File: src/rtl/meas_freq_duty_if.sv
// rtl/meas_freq_duty_if.sv - control and result bundle of the frequency/duty meter
interface meas_freq_duty_if #(
    parameter int CNT_W  = 32,
    parameter int GATE_W = 32
);
    logic              start;
    logic              cont;
    logic [GATE_W-1:0] gate_len;
    logic              busy;
    logic              meas_valid;
    logic [CNT_W-1:0]  cnt_clk;
    logic [CNT_W-1:0]  cnt_squ;
    logic [CNT_W-1:0]  cnt_high;
    logic              overflow;
    logic              timeout;

    modport master (
        output start, cont, gate_len,
        input  busy, meas_valid, cnt_clk, cnt_squ, cnt_high, overflow, timeout
    );

    modport slave (
        input  start, cont, gate_len,
        output busy, meas_valid, cnt_clk, cnt_squ, cnt_high, overflow, timeout
    );
endinterface

File: src/rtl/meas_freq_duty.sv
// rtl/meas_freq_duty.sv - equal-precision frequency and duty meter, rise-aligned gate
module meas_freq_duty #(
    parameter int CNT_W       = 32,
    parameter int GATE_W      = 32,
    parameter int SYNC_STAGES = 2,
    parameter int TIMEOUT     = 200_000_000
) (
    input  logic             clk_100M,
    input  logic             rst_n,
    input  logic             square,
    meas_freq_duty_if.slave  mf
);
    localparam int              TO_W     = $clog2(TIMEOUT + 1);
    localparam logic [CNT_W-1:0] CNT_MAX = '1;
    localparam logic [TO_W-1:0]  TO_LAST = TO_W'(TIMEOUT - 1);

    typedef enum logic [1:0] {IDLE, ARM, OPEN, CLOSING} state_t;

    state_t            state;
    logic [SYNC_STAGES-1:0] sync;
    logic              s_d;
    logic              s;
    logic              rise;
    logic [CNT_W-1:0]  clk_cnt;
    logic [CNT_W-1:0]  squ_cnt;
    logic [CNT_W-1:0]  high_cnt;
    logic              sat_flag;
    logic [GATE_W-1:0] elapsed;
    logic [GATE_W-1:0] gate;
    logic [GATE_W-1:0] gate_eff;
    logic [TO_W-1:0]   to_cnt;
    logic              timeout_hit;
    logic              at_gate;
    logic              closing;
    logic [CNT_W-1:0]  squ_close;

    function automatic logic [CNT_W-1:0] sat_inc(input logic [CNT_W-1:0] v, input logic en);
        return (en && v != CNT_MAX) ? v + 1'b1 : v;
    endfunction

    assign s           = sync[SYNC_STAGES-1];
    assign rise        = s & ~s_d;
    assign gate_eff    = (mf.gate_len == '0) ? GATE_W'(1) : mf.gate_len;
    assign timeout_hit = ~rise && (to_cnt == TO_LAST);
    assign at_gate     = (elapsed == gate);
    // The closing rise also counts as a period, so the reported count is one more
    assign squ_close   = sat_inc(squ_cnt, 1'b1);
    assign closing     = rise && ((state == CLOSING) || (state == OPEN && at_gate));

    always_ff @(posedge clk_100M) begin
        if (!rst_n) begin
            sync          <= '0;
            s_d           <= 1'b0;
            state         <= IDLE;
            clk_cnt       <= '0;
            squ_cnt       <= '0;
            high_cnt      <= '0;
            sat_flag      <= 1'b0;
            elapsed       <= '0;
            gate          <= '0;
            to_cnt        <= '0;
            mf.busy       <= 1'b0;
            mf.meas_valid <= 1'b0;
            mf.cnt_clk    <= '0;
            mf.cnt_squ    <= '0;
            mf.cnt_high   <= '0;
            mf.overflow   <= 1'b0;
            mf.timeout    <= 1'b0;
        end else begin
            sync          <= {sync[SYNC_STAGES-2:0], square};
            s_d           <= s;
            mf.meas_valid <= 1'b0;

            case (state)
                IDLE: begin
                    if (mf.start || mf.cont) begin
                        state   <= ARM;
                        mf.busy <= 1'b1;
                        to_cnt  <= '0;
                    end
                end

                default: begin
                    // A window (re)opens at this rise: the rise cycle itself is t0
                    if ((state == ARM && rise) || (closing && mf.cont)) begin
                        state    <= OPEN;
                        clk_cnt  <= CNT_W'(1);
                        elapsed  <= GATE_W'(1);
                        high_cnt <= CNT_W'(1);
                        squ_cnt  <= '0;
                        sat_flag <= 1'b0;
                        gate     <= gate_eff;
                        to_cnt   <= '0;
                    end else if (closing) begin
                        state   <= IDLE;
                        mf.busy <= 1'b0;
                    end else if (timeout_hit) begin
                        to_cnt <= '0;
                        if (mf.cont) begin
                            state <= ARM;
                        end else begin
                            state   <= IDLE;
                            mf.busy <= 1'b0;
                        end
                    end else begin
                        to_cnt <= rise ? '0 : to_cnt + 1'b1;
                        if (state != ARM) begin
                            clk_cnt  <= sat_inc(clk_cnt, 1'b1);
                            high_cnt <= sat_inc(high_cnt, s);
                            squ_cnt  <= sat_inc(squ_cnt, rise);
                            elapsed  <= (elapsed != '1) ? elapsed + 1'b1 : elapsed;
                            if ((clk_cnt == CNT_MAX) || (s && high_cnt == CNT_MAX) ||
                                (rise && squ_cnt == CNT_MAX))
                                sat_flag <= 1'b1;
                            if (state == OPEN && at_gate)
                                state <= CLOSING;
                        end
                    end

                    if (closing) begin
                        mf.meas_valid <= 1'b1;
                        mf.cnt_clk    <= clk_cnt;
                        mf.cnt_squ    <= squ_close;
                        mf.cnt_high   <= high_cnt;
                        mf.overflow   <= sat_flag || (squ_cnt == CNT_MAX);
                        mf.timeout    <= 1'b0;
                    end else if (timeout_hit) begin
                        mf.meas_valid <= 1'b1;
                        mf.cnt_clk    <= '0;
                        mf.cnt_squ    <= '0;
                        mf.cnt_high   <= '0;
                        mf.overflow   <= 1'b0;
                        mf.timeout    <= 1'b1;
                    end
                end
            endcase
        end
    end
endmodule
File: src/flat_wrapper.sv
// flat-port wrapper written by rule: the top's interface ports become plain ports
module meas_freq_duty_flat 
#(
    parameter int CNT_W       = 32,
    parameter int GATE_W      = 32,
    parameter int SYNC_STAGES = 2,
    parameter int TIMEOUT     = 200_000_000
)
  (clk_100M, rst_n, square, mf_start, mf_cont, mf_gate_len, mf_busy, mf_meas_valid, mf_cnt_clk, mf_cnt_squ, mf_cnt_high, mf_overflow, mf_timeout);
  meas_freq_duty_if #(.CNT_W(CNT_W), .GATE_W(GATE_W)) mf_i ();
  input  logic clk_100M;
  input  logic rst_n;
  input  logic square;
  input wire logic [$bits(mf_i.start)-1:0] mf_start;
  input wire logic [$bits(mf_i.cont)-1:0] mf_cont;
  input wire logic [$bits(mf_i.gate_len)-1:0] mf_gate_len;
  output wire logic [$bits(mf_i.busy)-1:0] mf_busy;
  output wire logic [$bits(mf_i.meas_valid)-1:0] mf_meas_valid;
  output wire logic [$bits(mf_i.cnt_clk)-1:0] mf_cnt_clk;
  output wire logic [$bits(mf_i.cnt_squ)-1:0] mf_cnt_squ;
  output wire logic [$bits(mf_i.cnt_high)-1:0] mf_cnt_high;
  output wire logic [$bits(mf_i.overflow)-1:0] mf_overflow;
  output wire logic [$bits(mf_i.timeout)-1:0] mf_timeout;
  assign mf_i.start = mf_start;
  assign mf_i.cont = mf_cont;
  assign mf_i.gate_len = mf_gate_len;
  assign mf_busy = mf_i.busy;
  assign mf_meas_valid = mf_i.meas_valid;
  assign mf_cnt_clk = mf_i.cnt_clk;
  assign mf_cnt_squ = mf_i.cnt_squ;
  assign mf_cnt_high = mf_i.cnt_high;
  assign mf_overflow = mf_i.overflow;
  assign mf_timeout = mf_i.timeout;
  meas_freq_duty #(.CNT_W(CNT_W), .GATE_W(GATE_W), .SYNC_STAGES(SYNC_STAGES), .TIMEOUT(TIMEOUT)) u_core (.clk_100M(clk_100M), .rst_n(rst_n), .square(square), .mf(mf_i));
endmodule
File: config.mk
export PLATFORM = sky130hd
export DESIGN_NAME = meas_freq_duty_flat
export DESIGN_NICKNAME = d
export VERILOG_FILES = /design/src/rtl/meas_freq_duty_if.sv /design/src/rtl/meas_freq_duty.sv /design/src/flat_wrapper.sv
export SDC_FILE = /design/constraint.sdc
export NUM_CORES = 1
export LEC_CHECK = 0
export CELL_PAD_IN_SITES_DETAIL_PLACEMENT = 1
export CELL_PAD_IN_SITES_GLOBAL_PLACEMENT = 2
export CORE_UTILIZATION = 40
export DETAILED_ROUTE_END_ITERATION = 8
export DONT_BUFFER_PORTS = 1
export GPL_ROUTABILITY_DRIVEN = 0
export PLACE_DENSITY = 0.87
export SETUP_SLACK_MARGIN = 0.02
export SYNTH_ARGS = -nofsm -noshare
export SYNTH_HDL_FRONTEND = slang
export SYNTH_SLANG_ARGS = --single-unit
export TNS_END_PERCENT = 1
File: constraint.sdc
create_clock -name clk_100M -period 4.95 [get_ports clk_100M]
set_clock_uncertainty 0.1 [all_clocks]
set_input_delay 0.7425 -clock clk_100M [delete_from_list [all_inputs] [get_ports clk_100M]]
set_output_delay 0.7425 -clock clk_100M [all_outputs]
set_load 0.02 [all_outputs]
==> flow_summary.ini <==
[outcome]
status = completed

[clock_network]
h-tree-depth = 2
cts_hold_buf = 0
cts_root_buf = clkbuf_16
cts_tree = done
cts_setup_buffers = 0
clkSlewWorstSetupHoldPaths_ps = 60
numCtsBuffers = 35
clock-sinks = 294
ctsResizeCount = 0
clk_path_buf_depth = 3
clk_latency_ps = 550

[synthesis]
ys_warn_count = 0
synth_top_area_cell = dfxtp_1
synth_seq_area_share_pct = 41.8
synth.avg_cell_area_um2 = 8.61
syn_area_um2 = 14100
async_flop_share_pct = 0
ys.flop_type = dfxtp_1
synth.top_cell.area_share_pct = 41.8
ys_ff_latch = 294
synth_cells = 1636
ys_types = 81
syn_nets = 1678
synth.area.top_cells = dfxtp_1 (42%), nand2_1 (6.5%), a22o_1 (4.7%)
synth-edff-count = 0

[worst_hold_path]
hold_class = primary input to flip-flop
hold_depth = 1

[power_and_ir_drop]
vdd_drop_max_v = 0.000227
power_frac_comb_pct = 6.5
intPower_mw = 4.15
p_clk_share_pct = 49.6
finalPower_mw = 5.50
power_density_nw_per_um2 = 354
seqPwrFrac_pct = 44.0
switchingPower_mw = 1.35
p_leak_nw = 5.32
switching_share_pct = 24.6

[timing]
rsz0062_at_grt = no
finalCritPeriodShare_pct = 78.9
hold_viol_final = 0
max_freq_ghz = 0.256
fin_crit_ps = 3900
layout_setup_ws_ps = 1050
finalSetupTns_ps = 0
relSlewSlack_pct = 20.2
tightest_slew_ps = 1190
setup_violations = 0
finalMaxSlewViolations = 0
whs_ps = 226

[die]
initial_core_util_pct = 40.7
die_area_um2 = 36000
core-area_um2 = 34600
die_h_um = 190
pin_count = 137
num_rows = 68
fp.dieW_um = 190

[worst_setup_path]
critPathLaunchType = flip-flop
crit_arrival_ps = 4260
critPathCaptureType = flip-flop
r2r_slack_ps = 1050
cp_max_fo = 75
reg2reg_from = u_core.elapsed[10]
cp-startpoint = u_core.elapsed[10]
timing.rr.end = u_core.elapsed[13]
crit_end = u_core.elapsed[13]
worst_ep_required_time_ps = 5300
rr_worst_depth = 9
crit_type = flip-flop to flip-flop

[global_route]
first_global_vias = 12800
grt_start_max_net_pins = 88
grtUsageTotal_pct = 24.1
grt_overflow_total = 0
antenna_found_initial = 0
grt_pass1_wl_um = 69900

[cells_and_area]
final_common_cell = dfxtp_1
fin_util_pct = 44.9
syn2layout_area_growth_pct = 10.4
multi_input_area_um2 = 7610
fillers = 3989
postLayoutCellArea_um2 = 15500
layoutNonFillerInstCount = 2057
final_cell_mix = dfxtp_1 (294), nand2_1 (242), a21oi_1 (95)
nNetsFinal = 1619
n_antenna_cell = 0
seq_area_um2 = 5890
drive_gt1_share_pct = 7.68

[placed_design]
place_inst = 1995
placed_area_um2 = 14300
place_ws_ps = 1070
numPortBuffers = 0
hpwl_um = 29400

[job]
cap_violations = 0

[detailed_routing]
drt-total-wl_um = 43600
via_count = 12800
ant_nets = 0
viasPerCell = 6.21
drc = 0
dr.pass1.iters = 6
drt-wirelength-per-cell_um = 21.2
drt-initial-drc-count = 956
[synthesized netlist by cell type (19+ instances only)]
master       n
nor2_1      91
nand4_1     64
and3_1      31
o2111ai_1   25
nand2_1    244
dfxtp_1    294
or4_1       36
nor4_1      37
a21oi_1     96
clkbuf_1    74
buf_2       25
or3_1       24
o21ai_0     46
xor2_1      34
xnor2_1     40
mux2i_1     24
a2111o_1    29
o2bb2ai_1   19
a31oi_1     21
nand3_1     82
a22o_1      76
[worst min-delay path by stage]
stage | slack (ps) | endpoint | startpoint
after floorplan | 310 | u_core.sync[1] | u_core.sync[0]
after CTS | 220 | u_core.gate[17] | mf_gate_len[17]
after global placement | 330 | u_core.sync[1] | u_core.sync[0]
after detailed placement | 340 | u_core.sync[1] | u_core.sync[0]
final | 230 | u_core.to_cnt[3] | rst_n
after global routing | 210 | u_core.to_cnt[3] | rst_n
[layout make-up]
type | count | area share [%]
timing repair buffer | 24 | 1.32
sequential | 294 | 37.9
inverter | 17 | 0.410
multi-input combinational | 1205 | 48.9
tap | 455 | 3.66
clock inverter | 10 | 1.06
clock buffer | 52 | 6.76
[routing by layer]
metal	up-vias	wire (µm)	track usage [%]
met1	6349	20500	32.9
met4	0	861	6.64
met5	-	0	0
li1	6051	-	-
met2	300	19900	38.2
met3	64	2340	5.28
[power groups by stage]
stage               logic (mW)  clock network [mW]  registers, mW
finish                   0.355                2.73           2.42
global route             0.386                2.89           2.42
CTS                      0.353                2.78           2.42
detailed placement       0.351                   0           2.47
global placement         0.344                   0           2.47
floorplan                0.272                   0           2.45
[registers in the layout, indices dropped and copies added, names as in the netlist, 28 cells and up]
register and count:
u_core.clk_cnt 32, u_core.elapsed 32, u_core.gate 32, u_core.high_cnt 32, u_core.mf.cnt_clk 32, u_core.mf.cnt_high 32, u_core.mf.cnt_squ 32, u_core.squ_cnt 32
u_core.to_cnt 28
[worst max-delay path, stage by stage, from the launching register on]
cell and delay [ps]:
dfxtp_1 460, xor2_1 130, or4_1 530, or4_1 700, o31ai_1 300, buf_4 190
nand2_4 450, buf_12 440, a2111o_1 380, o21ai_0 80
[cells by family after synthesis]
group,share of synthesized area [%]
and+or+nand+nor,25.0
DFF,41.8
xor gates and xnor gates,4.60
adders and majority gates,0.444
AOI/OAI and AO/OA,21.9
muxes,1.70
buffers and inverters,4.59
Note: power is estimated with default switching activity, not from simulation.
